==> src/rtl/wb_quad_decoder_pkg.sv <==
// Shared definitions for the Wishbone quadrature decoder:
// register offsets, STATUS/CTRL bit positions and Gray decode helpers.
package wb_quad_decoder_pkg;

   localparam logic [1:0] OFF_POS    = 2'd0;
   localparam logic [1:0] OFF_STATUS = 2'd1;
   localparam logic [1:0] OFF_CTRL   = 2'd2;
   localparam logic [1:0] OFF_LATCH  = 2'd3;

   localparam int ST_DIR = 0;
   localparam int ST_IDX = 1;
   localparam int ST_ERR = 2;
   localparam int ST_OVF = 3;

   localparam int CT_EN     = 0;
   localparam int CT_IDX_IE = 1;
   localparam int CT_ERR_IE = 2;
   localparam int CT_OVF_IE = 3;
   localparam int CT_IDXCLR = 4;

   // Forward sequence of {A,B}
   localparam logic [1:0] GRAY_0 = 2'b00;
   localparam logic [1:0] GRAY_1 = 2'b01;
   localparam logic [1:0] GRAY_2 = 2'b11;
   localparam logic [1:0] GRAY_3 = 2'b10;

   typedef enum logic [1:0] {
      STEP_NONE,
      STEP_FWD,
      STEP_REV,
      STEP_ERR
   } step_e;

   function automatic logic [1:0] gray_next(input logic [1:0] ab);
      logic [1:0] nxt;
      unique case (ab)
         GRAY_0:  nxt = GRAY_1;
         GRAY_1:  nxt = GRAY_2;
         GRAY_2:  nxt = GRAY_3;
         default: nxt = GRAY_0;
      endcase
      return nxt;
   endfunction

   function automatic step_e gray_step(input logic [1:0] prev,
                                       input logic [1:0] curr);
      step_e s;
      if (curr == prev)
         s = STEP_NONE;
      else if (curr == gray_next(prev))
         s = STEP_FWD;
      else if (prev == gray_next(curr))
         s = STEP_REV;
      else
         s = STEP_ERR;
      return s;
   endfunction

endpackage

==> src/rtl/wb_quad_decoder_input_filter.sv <==
// One encoder wire: 2-flop synchronizer followed by a stability filter
// that only follows the input after C_FILT_LEN identical samples.
module wb_quad_decoder_input_filter #(
   parameter int unsigned C_FILT_LEN = 3
) (
   input  logic clk,
   input  logic rst_n,
   input  logic din,
   output logic dout
);

   localparam logic [3:0] LAST = 4'(C_FILT_LEN - 1);

   logic       s1;
   logic       s2;
   logic [3:0] cnt;

   // Synchronize the asynchronous pin into the clock domain
   always_ff @(posedge clk or negedge rst_n) begin
      if (!rst_n) begin
         s1 <= 1'b0;
         s2 <= 1'b0;
      end else begin
         s1 <= din;
         s2 <= s1;
      end
   end

   // Count consecutive differing samples; accept the level on the last one
   always_ff @(posedge clk or negedge rst_n) begin
      if (!rst_n) begin
         cnt  <= '0;
         dout <= 1'b0;
      end else if (s2 == dout) begin
         cnt <= '0;
      end else if (cnt == LAST) begin
         cnt  <= '0;
         dout <= s2;
      end else begin
         cnt <= cnt + 4'd1;
      end
   end

endmodule

==> src/rtl/wb_quad_decoder.sv <==
// Wishbone-slave quadrature decoder: filtered A/B/index inputs, position
// counter, index latch, sticky flags and a registered interrupt.
module wb_quad_decoder
   import wb_quad_decoder_pkg::*;
#(
   parameter int unsigned                C_WB_DWIDTH   = 32,
   parameter logic [C_WB_DWIDTH-1:0]     C_WB_BASEADDR = '0,
   parameter int unsigned                C_CNT_WIDTH   = 16,
   parameter int unsigned                C_FILT_LEN    = 3
) (
   input  logic                   wb_clk_i,
   input  logic                   wb_rst_n_i,
   input  logic                   wb_cyc_i,
   input  logic                   wb_stb_i,
   input  logic                   wb_we_i,
   input  logic [0:C_WB_DWIDTH-1] wb_addr_i,
   input  logic [0:C_WB_DWIDTH-1] wb_data_i,
   output logic [0:C_WB_DWIDTH-1] wb_data_o,
   output logic                   wb_ack_o,
   output logic                   irq_o,
   input  logic [2:0]             enc_data
);

   localparam int DW = C_WB_DWIDTH;
   localparam int CW = C_CNT_WIDTH;

   // Value-numbered views of the big-endian buses
   logic [DW-1:0] addr;
   logic [DW-1:0] wdata;
   logic [DW-1:0] rd;
   logic          unused_ok;

   assign addr      = wb_addr_i;
   assign wdata     = wb_data_i;
   assign unused_ok = ^{addr[1:0], wdata};

   logic [2:0] filt;

   wb_quad_decoder_input_filter #(.C_FILT_LEN(C_FILT_LEN)) u_filt_a (
      .clk   (wb_clk_i),
      .rst_n (wb_rst_n_i),
      .din   (enc_data[0]),
      .dout  (filt[0])
   );

   wb_quad_decoder_input_filter #(.C_FILT_LEN(C_FILT_LEN)) u_filt_b (
      .clk   (wb_clk_i),
      .rst_n (wb_rst_n_i),
      .din   (enc_data[1]),
      .dout  (filt[1])
   );

   wb_quad_decoder_input_filter #(.C_FILT_LEN(C_FILT_LEN)) u_filt_idx (
      .clk   (wb_clk_i),
      .rst_n (wb_rst_n_i),
      .din   (enc_data[2]),
      .dout  (filt[2])
   );

   logic [1:0]    prev_ab;
   logic          prev_idx;
   logic [1:0]    curr_ab;
   step_e         step;
   logic          fwd;
   logic          rev;
   logic          en;
   logic          step_ok;
   logic          idx_rise;
   logic          idx_clr;
   logic          ovf_set;

   logic [CW-1:0] cnt;
   logic [CW-1:0] latch;
   logic [4:0]    ctrl;
   logic          dir;
   logic          idx_f;
   logic          err_f;
   logic          ovf_f;

   logic          hit;
   logic          acc;
   logic          wr;
   logic [1:0]    off;
   logic          wr_pos;
   logic          wr_status;
   logic          wr_ctrl;

   assign curr_ab  = {filt[0], filt[1]};
   assign step     = gray_step(prev_ab, curr_ab);
   assign fwd      = (step == STEP_FWD);
   assign rev      = (step == STEP_REV);
   assign en       = ctrl[CT_EN];
   assign step_ok  = en & (fwd | rev);
   assign idx_rise = filt[2] & ~prev_idx;
   assign idx_clr  = idx_rise & en & ctrl[CT_IDXCLR];

   assign hit       = (addr[DW-1:4] == C_WB_BASEADDR[DW-1:4]);
   assign acc       = wb_cyc_i & wb_stb_i & ~wb_ack_o;
   assign wr        = acc & wb_we_i & hit;
   assign off       = addr[3:2];
   assign wr_pos    = wr & (off == OFF_POS);
   assign wr_status = wr & (off == OFF_STATUS);
   assign wr_ctrl   = wr & (off == OFF_CTRL);

   // Wrap only counts when the step actually lands on the counter
   assign ovf_set = step_ok & ~wr_pos & ~idx_clr &
                    ((fwd & (cnt == '1)) | (rev & (cnt == '0)));

   // Previous filtered levels, tracked even while disabled
   always_ff @(posedge wb_clk_i or negedge wb_rst_n_i) begin
      if (!wb_rst_n_i) begin
         prev_ab  <= 2'b00;
         prev_idx <= 1'b0;
      end else begin
         prev_ab  <= curr_ab;
         prev_idx <= filt[2];
      end
   end

   // Position counter: bus write beats index clear beats step
   always_ff @(posedge wb_clk_i or negedge wb_rst_n_i) begin
      if (!wb_rst_n_i)
         cnt <= '0;
      else if (wr_pos)
         cnt <= wdata[CW-1:0];
      else if (idx_clr)
         cnt <= '0;
      else if (step_ok)
         cnt <= fwd ? cnt + CW'(1) : cnt - CW'(1);
   end

   // Capture the pre-step count on each index rising edge
   always_ff @(posedge wb_clk_i or negedge wb_rst_n_i) begin
      if (!wb_rst_n_i)
         latch <= '0;
      else if (idx_rise)
         latch <= cnt;
   end

   // Direction and sticky flags; a hardware set wins over W1C
   always_ff @(posedge wb_clk_i or negedge wb_rst_n_i) begin
      if (!wb_rst_n_i) begin
         dir   <= 1'b0;
         idx_f <= 1'b0;
         err_f <= 1'b0;
         ovf_f <= 1'b0;
      end else begin
         if (step_ok)
            dir <= fwd;
         idx_f <= (idx_f & ~(wr_status & wdata[ST_IDX])) | idx_rise;
         err_f <= (err_f & ~(wr_status & wdata[ST_ERR])) |
                  (step == STEP_ERR);
         ovf_f <= (ovf_f & ~(wr_status & wdata[ST_OVF])) | ovf_set;
      end
   end

   // Control register
   always_ff @(posedge wb_clk_i or negedge wb_rst_n_i) begin
      if (!wb_rst_n_i)
         ctrl <= '0;
      else if (wr_ctrl)
         ctrl <= wdata[4:0];
   end

   // Read mux on the current register state
   always_comb begin
      rd = '0;
      if (hit) begin
         unique case (off)
            OFF_POS:    rd = DW'(cnt);
            OFF_STATUS: begin
               rd[ST_DIR] = dir;
               rd[ST_IDX] = idx_f;
               rd[ST_ERR] = err_f;
               rd[ST_OVF] = ovf_f;
            end
            OFF_CTRL:   rd = DW'(ctrl);
            OFF_LATCH:  rd = DW'(latch);
         endcase
      end
   end

   // Single-cycle ack with registered read data
   always_ff @(posedge wb_clk_i or negedge wb_rst_n_i) begin
      if (!wb_rst_n_i) begin
         wb_ack_o  <= 1'b0;
         wb_data_o <= '0;
      end else begin
         wb_ack_o  <= acc;
         wb_data_o <= (acc && !wb_we_i) ? rd : '0;
      end
   end

   // Level interrupt from enabled sticky flags
   always_ff @(posedge wb_clk_i or negedge wb_rst_n_i) begin
      if (!wb_rst_n_i)
         irq_o <= 1'b0;
      else
         irq_o <= (idx_f & ctrl[CT_IDX_IE]) |
                  (err_f & ctrl[CT_ERR_IE]) |
                  (ovf_f & ctrl[CT_OVF_IE]);
   end

endmodule

==> config.mk <==
export PLATFORM = sky130hd
export DESIGN_NAME = wb_quad_decoder
export DESIGN_NICKNAME = d
export VERILOG_FILES = /design/src/rtl/wb_quad_decoder_pkg.sv /design/src/rtl/wb_quad_decoder_input_filter.sv /design/src/rtl/wb_quad_decoder.sv
export SDC_FILE = /design/constraint.sdc
export NUM_CORES = 1
export LEC_CHECK = 0
export CAP_MARGIN = 5
export CELL_PAD_IN_SITES_DETAIL_PLACEMENT = 0
export CELL_PAD_IN_SITES_GLOBAL_PLACEMENT = 2
export CORE_MARGIN = 2
export CORE_UTILIZATION = 30
export CTS_BUF_LIST = sky130_fd_sc_hd__clkbuf_4
export DETAILED_ROUTE_END_ITERATION = 8
export GPL_TIMING_DRIVEN = 0
export MAX_ROUTING_LAYER = met4
export PLACE_DENSITY = 0.79
export SYNTH_ARGS = -nofsm -noshare
export SYNTH_HDL_FRONTEND = slang
export SYNTH_SLANG_ARGS = --single-unit
==> constraint.sdc <==
create_clock -name wb_clk_i -period 9.6 [get_ports wb_clk_i]
set_input_delay 1.92 -clock wb_clk_i [delete_from_list [all_inputs] [get_ports wb_clk_i]]
set_output_delay 1.92 -clock wb_clk_i [all_outputs]
set_load 0.05 [all_outputs]
**Word level (Yosys, flattened, before mapping)**

Cells that the tools add are included.

- Input bits: 72
- Output and inout bits: 34
- Register bits: 99

- Bitwise gates (word level): 42
- Equal/unequal tests: 20
- Reduce and logical (&&, ||, !) cells: 11
- $add $sub $neg: 5
- Muxes and demuxes: 22

Operator list:

| kind | number |
|---|---|
| $mux W16 | 5 |
| $pmux W12 S3 | 1 |
| $mux W32 | 1 |
| $logic_not A28 Y1 | 1 |
| $and A1 B1 Y1 | 25 |
| $mux W4 | 6 |
| $add A16 B1 Y16 const B | 1 |
| $eq A16 B16 Y1 const B | 1 |
| $logic_not A16 Y1 | 1 |
| $pmux W4 S4 | 1 |
| $sub A16 B1 Y16 const B | 1 |
| $add A4 B1 Y4 const B | 3 |
| $eq A2 B2 Y1 const B | 6 |
| $eq A4 B2 Y1 const B | 3 |
| $pmux W2 S3 | 2 |
| $mux W2 | 5 |
| $not A1 Y1 | 10 |
| $eq A2 B1 Y1 const B | 4 |
| $or A1 B1 Y1 | 7 |
| $eq A2 B2 Y1 | 3 |
| $logic_not A2 Y1 | 3 |
| $reduce_and A2 Y1 | 3 |
| $eq A1 B1 Y1 | 3 |
| $reduce_bool A3 Y1 | 1 |
| 3 further kinds | 3 |

**Longest topological paths before layout**

Gate-level depths: netlist of run 1.

- Word-level depth: 17
- Gate-level depth with buffers: 13
- Gate-level depth less buffers: 12

**Cells and area by module**

From an unflattened synthesis of run 1, not the netlist that was laid out.

- Cell total of the unflattened synthesis: 422
- Area total of the unflattened synthesis: 4459.3 um^2

Modules (own cells, without submodules):

| module | area each (um^2) | times used | seq. area each (um^2) | cells each |
|---|---|---|---|---|
| wb_quad_decoder | 3607.2 | 1 | 1551.5 | 356 |
| wb_quad_decoder_input_filter | 284.0 | 3 | 175.2 | 22 |

**Worst setup path after synthesis of run 1**

OpenSTA, ideal clock, no wires.

- Path kind: input to register
- Start point: input port wb_addr_i[13] in the netlist's numbering
- End point: register ctrl[0]
- Data required time: 9.475 ns
- Buffers on the path: 0
- Slack: 6.134 ns
- Stages: 5
- Library setup time: 0.125 ns
- Arrival: 3.341 ns
- Path through: nor4_1 -> nand4_1 -> or3_4 -> nor3b_4 -> mux2_2

- Word-level cells in the longest chain between the ends: 3

Ends and longest elaborated chain:

| what | line | RTL |
|---|---|---|
| from (decl) | wb_quad_decoder.sv:16 | `input logic [0:C_WB_DWIDTH-1] wb_addr_i,` |
| $logic_not A28 Y1 | wb_quad_decoder.sv:97 | `assign hit = (addr[DW-1:4] == C_WB_BASEADDR[DW-1:4]);` |
| $and A1 B1 Y1 | wb_quad_decoder.sv:99 | `assign wr = acc & wb_we_i & hit;` |
| $and A1 B1 Y1 | wb_quad_decoder.sv:103 | `assign wr_ctrl = wr & (off == OFF_CTRL);` |
| to (signal assigned) | wb_quad_decoder.sv:162 | `ctrl <= wdata[4:0];` |
| to (decl) | wb_quad_decoder.sv:74 | `logic [4:0] ctrl;` |

Every way passes these cells.
A chain may end at the register's enable or synchronous reset.

**Worst setup path in the final report of run 1**

- Start point: register u_filt_a.dout
- End point: register cnt[15]

- Word-level cells in the longest chain between the ends: 13
- Elaborated cells on any way between the ends: 21

Ends and longest elaborated chain:

| what | line | RTL |
|---|---|---|
| from (decl) | wb_quad_decoder_input_filter.sv:9 | `output logic dout` |
| from (signal assigned) | wb_quad_decoder_input_filter.sv:33 | `dout <= 1'b0;` |
| from (signal assigned) | wb_quad_decoder_input_filter.sv:38 | `dout <= s2;` |
| $eq A2 B2 Y1, or another cell as far along | wb_quad_decoder_pkg.sv:36 | `unique case (ab)` |
| $pmux W2 S3 | wb_quad_decoder_pkg.sv:36 |  |
| $mux W2 | wb_quad_decoder_pkg.sv:50 | `else if (curr == gray_next(prev))` |
| $mux W2 | wb_quad_decoder_pkg.sv:48 | `if (curr == prev)` |
| $eq A2 B2 Y1 | wb_quad_decoder_pkg.sv:52 | `else if (prev == gray_next(curr))` |
| $mux W1 | wb_quad_decoder_pkg.sv:52 |  |
| $mux W2 | wb_quad_decoder_pkg.sv:50 |  |
| $mux W2 (*) | wb_quad_decoder_pkg.sv:48 |  |
| $eq A2 B1 Y1 (*) | wb_quad_decoder.sv:90 | `assign fwd = (step == STEP_FWD);` |
| net fwd | wb_quad_decoder.sv:64 | `logic fwd;` |
| $mux W16 | wb_quad_decoder.sv:129 | `cnt <= fwd ? cnt + CW'(1) : cnt - CW'(1);` |
| $mux W16 | wb_quad_decoder.sv:128 | `else if (step_ok)` |
| $mux W16 | wb_quad_decoder.sv:126 | `else if (idx_clr)` |
| $mux W16 | wb_quad_decoder.sv:124 | `else if (wr_pos)` |
| to (signal assigned) | wb_quad_decoder.sv:125 | `cnt <= wdata[CW-1:0];` |
| to (signal assigned) | wb_quad_decoder.sv:129 |  |
| to (decl) | wb_quad_decoder.sv:72 | `logic [CW-1:0] cnt;` |

The timed path passes the listed nets; every way through them passes the cells marked *. The select of a mux whose other input is x is not followed.

==> results of run 1 <==
power groups by stage:
stage               Combinational [mW]  Sequential, mW  Clock (mW)
floorplan                        0.530           0.402           0
global placement                 0.675           0.406           0
detailed placement               0.683           0.408           0
CTS                              0.687           0.401       0.226
global route                     0.771           0.406       0.241
finish                           0.689           0.400       0.216
per-stage QoR:
stage                     hold WS [ps]  power, mW
after global routing               385       1.42
after CTS                          372       1.31
final                              367       1.31
after global placement             340       1.08
after detailed placement           336       1.09
after floorplan                    331      0.932
flip-flops by register name, indices dropped and copies added, names as in the netlist, 2 cells and up:
register,flops
prev_ab,2
cnt,16
ctrl,5
wb_data_o,16
u_filt_b.cnt,4
u_filt_idx.cnt,4
u_filt_a.cnt,4
latch,16
worst max-delay path by stage:
stage                     depth (start not counted)       to     startpoint  slack, ps
final                                            12  cnt[15]  u_filt_a.dout       5770
after global routing                             12  cnt[15]  u_filt_a.dout       5360
after CTS                                        12  cnt[15]  u_filt_a.dout       5750
after detailed placement                          7   cnt[4]  wb_addr_i[10]       5400
after global placement                            1  cnt[12]     wb_rst_n_i       3500
after floorplan                                   5  ctrl[0]  wb_addr_i[13]       6130
synth_stat cells, types with 8 or more instances:
cell     count  area (um2)
xnor2_1     12         105
nor2_1      40         150
buf_4       18         135
and3_1       8        50.1
mux2_2      25         282
xor2_1       9        78.8
nand4_1     10        62.6
inv_1       10        37.5
a21oi_1     13        65.1
nor4_1      10        62.6
ha_1        25         313
dfrtp_1     83        2080
nand3_1     12        60.1
nand2_1     32         120
a22oi_1     12        90.1
o21ai_0     17        85.1
logic make-up (layout without fill, tap and decap cells):
group / after synthesis / count (layout) / share of synthesized area, %
other: 1 / 16 / 0.0826
xor gates and xnor gates: 21 / 21 / 4.05
DFF: 83 / 83 / 45.7
muxes: 34 / 34 / 9.28
adders and majority gates: 26 / 26 / 7.33
and+or+nand+nor: 130 / 130 / 14.5
buffers and inverters: 39 / 127 / 4.71
AOI/OAI and AO/OA: 91 / 91 / 14.4
cell type report:
cell class / count / area, um2 / area share, %
multi-input combinational: 318 / 2310 / 40.4
sequential: 83 / 2080 / 36.4
timing repair buffer: 72 / 736 / 12.9
tap: 184 / 230 / 4.03
buffer: 29 / 176 / 3.09
clock buffer: 11 / 82.6 / 1.45
clock inverter: 5 / 62.6 / 1.10
inverter: 10 / 37.5 / 0.657
worst reg2reg max path: cells and delay by family, from the launching register on:
family	cells	cell delay (ps)
compound gates	6	1630
xor+xnor	1	110
fa+ha+maj	2	860
buf+inv	2	660
flops	1	360
mux	1	120
per-layer routing:
metal,global-route usage (%),vias up,wire length (um)
met2,25.7,60,5590
met4,4.40,0,167
met5,-,-,0
li1,-,1720,-
met1,19.4,1737,5270
met3,3.77,16,450
==> metrics.cfg, run 1 <==
[floorplan]
rows = 44
ios = 106
initial_core_util_pct = 31.0
coreArea_um2 = 14600
die_y_um = 127
fp.dieW_um = 127
dieArea_um2 = 16100

[route]
wire_per_inst_um = 16.1
drt_iter0_drc = 171
postRouteAntennaNets = 0
drtPass1Iterations = 6
vias_per_cell = 4.96
drt-total-wl_um = 11500
drc_errors = 0
vias = 3533

[global_routing]
overflow = 0
grt_max_degree = 60
antenna_found_initial = 0
first_global_vias = 3723
grt_pass1_wl_um = 19200
track_usage_pct = 15.7

[critical_path]
critPathLaunchType = flip-flop
r2r_end = cnt[15]
endpoint_kind = flip-flop
crit_required_ps = 9980
critPathKind = reg -> reg
cpMaxStageDelayCell = ha_1
reg2regPathDepth = 12
slowest_delay_ps = 510
r2r_setup_slack_ps = 5770
worst-path-buf-inv = 2
path_cells = clkbuf_1 -> mux2i_1 -> o21ai_0 -> ha_1 -> inv_1 -> ha_1 -> o21ai_0 -> o2111ai_1 -> a21o_1 -> a2111oi_2 -> xor2_1 -> a22o_1
path_max_fanout = 18
crit_arrival_ps = 4200
crit-reg2reg-launch = u_filt_a.dout
path_delay_family = compound AO/OA/AOI/OAI gates

[logic_synthesis]
ys_async_sr_fraction_pct = 100
ys_seq_area_share_pct = 45.7
post_synth.cell_area_avg_um2 = 10.7
syn_area_um2 = 4540
synth.distinct_cells = 53
synth_cells = 425
synthFlopType = dfrtp_1
yosys_warnings = 0
yosys_register_bits = 83
synth_edf_count = 0

[timing]
clock_skew_ps = 20.4
setup_ws_ps = 5770
min_period_ps = 3830
tightest_slew_ps = 754
slew_headroom_pct = 49.6
clock.fmax_ghz = 0.261
drv_slew = 0
setup_viol = 0
rsz0062_at_grt = no
setup_tns_ps = 0
timing.final.crit_share_pct = 39.9
hold_viol = 0

[clocking]
cts_setup_buffers = 0
root_buffer = clkbuf_4
clockBufferDepth = 2
cts_buffers = 9
cts_resized = 0
tritoncts = yes
cts_sinks = 83
h-tree-depth = 3
clkTransAtPathRegs_ps = 140
clock_latency_ps = 470
hold_buffers = 0

[flow_run]
max_cap_violations = 0

[outcome]
status = finished clean

[final_layout]
antenna-diode-count = 0
layout-drive-gt1-share_pct = 14.4
final_common_cell = dfrtp_1
areaGrowthSynthToFinish_pct = 25.7
fin_area_um2 = 5710
fin_util_pct = 39.0
mostFrequentLayoutCells = dfrtp_1 (83), clkdlybuf4s50_1 (70), nor2_1 (40), nand2_1 (32)
fill_cells = 1517
finalNetCount = 621
final_cells = 712

[pwr]
switching_share_pct = 42.7
pwr-share-seq_pct = 30.7
power.switching_mw = 0.557
p_leak_nw = 2.42
vdd_drop_max_v = 0.0000944
p_int_mw = 0.748
p_clk_share_pct = 16.5
power_density_nw_per_um2 = 229
combinationalPowerShare_pct = 52.8

[placement]
dp_hpwl_um = 8710
finalWeightedCongestion = 0.825
portBuffers = 71
dp_slack_ps = 5400
dp.cells = 696
post_dp_cell_area_um2 = 5560

[worst_hold_path]
hold_class = reg -> reg
min_to = u_filt_a.s2
hold_start = u_filt_a.s1
holdPathStages = 0

Note: power is estimated with default switching activity, not from simulation.
==> inputs of run 2 (changes only) <==
- clock period: 9.6 -> 4 ns (I/O delays scaled with it)
==> run 2 against run 1 <==
  * Via count rose by 0.25%
  * Non-clock buffer count rose by 2
  * Sequential share of layout area fell by 0.20 points
  * Wire length rose by 0.37%
  * Design area rose by 0.55%
  * Critical path type unchanged
  * Largest power group unchanged
==> metrics.cfg, run 2 (synthesis results as in run 1) <==
[outcome]
status = finished clean

[clocking]
clockBufferDepth = 2  ; unchanged
h-tree-depth = 3  ; unchanged
tritoncts = yes
root_buffer = clkbuf_4
cts_sinks = 83  ; unchanged
hold_buffers = 0  ; unchanged
clock_latency_ps = 460  ; about the same
cts_buffers = 9  ; unchanged
clkTransAtPathRegs_ps = 140  ; about the same

[global_routing]
antenna_found_initial = 0  ; unchanged
first_global_vias = 3723  ; unchanged
grt_max_degree = 60  ; unchanged
track_usage_pct = 15.7  ; unchanged
grt_pass1_wl_um = 19200  ; unchanged
overflow = 0  ; unchanged

[timing]
slew_headroom_pct = 51.1  ; +1.6 points
clock.fmax_ghz = 0.275  ; +5.2%
clock_skew_ps = 20.5  ; +0.0809 ps
tightest_slew_ps = 730  ; -23.2 ps
min_period_ps = 3640  ; -191 ps
setup_ws_ps = 363  ; -5410 ps
hold_viol = 0  ; unchanged
timing.final.crit_share_pct = 90.9  ; +51 points
setup_viol = 0  ; unchanged
rsz0062_at_grt = no
drv_slew = 0  ; unchanged

[final_layout]
layout-drive-gt1-share_pct = 14.9  ; +0.51 points
fin_area_um2 = 5740  ; +0.55%
antenna-diode-count = 0  ; unchanged
areaGrowthSynthToFinish_pct = 26.4
finalNetCount = 623  ; +0.32%
mostFrequentLayoutCells = dfrtp_1 (83), clkdlybuf4s50_1 (70), nor2_1 (40), nand2_1 (32)
largestRegisters = cnt x16, latch x16, wb_data_o x16
final_common_cell = dfrtp_1

[pwr]
combinationalPowerShare_pct = 53.8  ; +1.0 points
power_density_nw_per_um2 = 558  ; +140%
power.switching_mw = 1.35  ; +140%
switching_share_pct = 42.3  ; -0.38 points
vdd_drop_max_v = 0.000242  ; +160%
pwr-share-seq_pct = 30.0  ; -0.7 points
p_int_mw = 1.85  ; +150%
p_leak_nw = 2.43  ; +0.50%
p_clk_share_pct = 16.2  ; -0.3 points

[route]
drtPass1Iterations = 6  ; unchanged
wire_per_inst_um = 16.1  ; about the same
vias = 3542  ; +0.25%
vias_per_cell = 4.96  ; about the same
drt_iter0_drc = 182  ; +6.4%
drt-total-wl_um = 11500  ; +0.37%
postRouteAntennaNets = 0  ; unchanged
drc_errors = 0  ; unchanged

[critical_path]
cp_common_cell = ha_1
critPathLaunchType = flip-flop
startpoint = u_filt_a.dout
cpMaxStageDelayCell = o21ai_0
worst-path-buf-inv = 3  ; +1
path_max_fanout = 17  ; -1
crit_arrival_ps = 4010  ; -190 ps
slowest_delay_ps = 400  ; -110 ps
critPathKind = reg -> reg
crit_required_ps = 4380  ; -5600 ps
crit-reg2reg-launch = u_filt_a.dout
endpoint_kind = flip-flop
path_delay_family = compound AO/OA/AOI/OAI gates
path_cells = clkbuf_1 -> nand2b_1 -> nand3_1 -> o21ai_1 -> ha_1 -> clkinvlp_4 -> buf_12 -> ha_1 -> o21ai_0 -> o2111ai_1 -> a21o_1 -> a2111oi_2 -> xor2_1 -> a22o_1

[worst_hold_path]
hold_class = in -> async

[floorplan]
dieArea_um2 = 16100  ; unchanged
rows = 44  ; unchanged
initial_core_util_pct = 31.0  ; unchanged
die_y_um = 127  ; unchanged
ios = 106  ; unchanged
coreArea_um2 = 14600  ; unchanged
fp.dieW_um = 127  ; unchanged

[placement]
dp_slack_ps = 154  ; -5250 ps
portBuffers = 71  ; unchanged
finalWeightedCongestion = 0.825  ; unchanged
post_dp_cell_area_um2 = 5560  ; unchanged
dp_hpwl_um = 8710  ; unchanged

[flow_run]
max_cap_violations = 0  ; unchanged

run 2: repair_timing:
item,4_1_cts,5_1_grt
buffers inserted,0,2
endpoints found under the setup margin,0,8
resized for setup,0,2
run 2: worst register-to-register path, cell delays in order, from the launching register on:
cell	delay (ps)
dfrtp_1	360
clkbuf_1	300
nand2b_1	160
nand3_1	80
o21ai_1	180
ha_1	370
clkinvlp_4	160
buf_12	170
ha_1	390
o21ai_0	400
o2111ai_1	170
a21o_1	190
a2111oi_2	330
xor2_1	110
a22o_1	200
run 2: area by class of cell:
| class | count | area (um2) |
|---|---|---|
| clock buffer | 11 | 82.6 |
| clock inverter | 5 | 62.6 |
| timing repair buffer | 74 | 763 |
| buffer | 29 | 176 |
| fill | 1513 | 8900 |
| sequential | 83 | 2080 |
| tap | 184 | 230 |
| inverter | 10 | 41.3 |
| multi-input combinational | 318 | 2310 |
run 2: routing by layer:
metal  global-route usage, %  share of wire [%]  vias up
li1                        -                  -     1729
met1                    19.4                 46     1744
met2                    25.7                 49       53
met3                    3.77                3.6       16
met4                    4.40                1.4        0
met5                       -                  0        -
run 2: per-stage QoR:
stage                     total power, mW  hold WS, ps  util [%]  setup TNS (ps)  std cells
after detailed placement             2.62          336      38.0               0        696
after global placement               2.59          340      37.8          -80540        695
after CTS                            3.15          200      39.0               0        712
final                                3.20          226      39.2               0        714
after floorplan                      2.24          331         -               0        440
after global routing                 3.47          205      39.2               0        714
run 2: final timing paths:
check	to	slack, ps	cells after the start
max reg2reg	cnt[15]	360	14
min reg2reg	u_filt_a.s2	370	0
max	cnt[15]	360	14
max in group asynchronous	u_filt_a.cnt[2]	3150	2
min	u_filt_idx.cnt[2]	230	1
min in group wb_clk_i	u_filt_a.s2	370	0
run 2: power groups by stage:
stage               sequential, mW  combinational, mW  clock, mW
detailed placement           0.978               1.64          0
finish                       0.962               1.72      0.518
global placement             0.973               1.62          0
CTS                          0.963               1.65      0.543
floorplan                    0.966               1.27          0
global route                 0.974               1.92      0.578
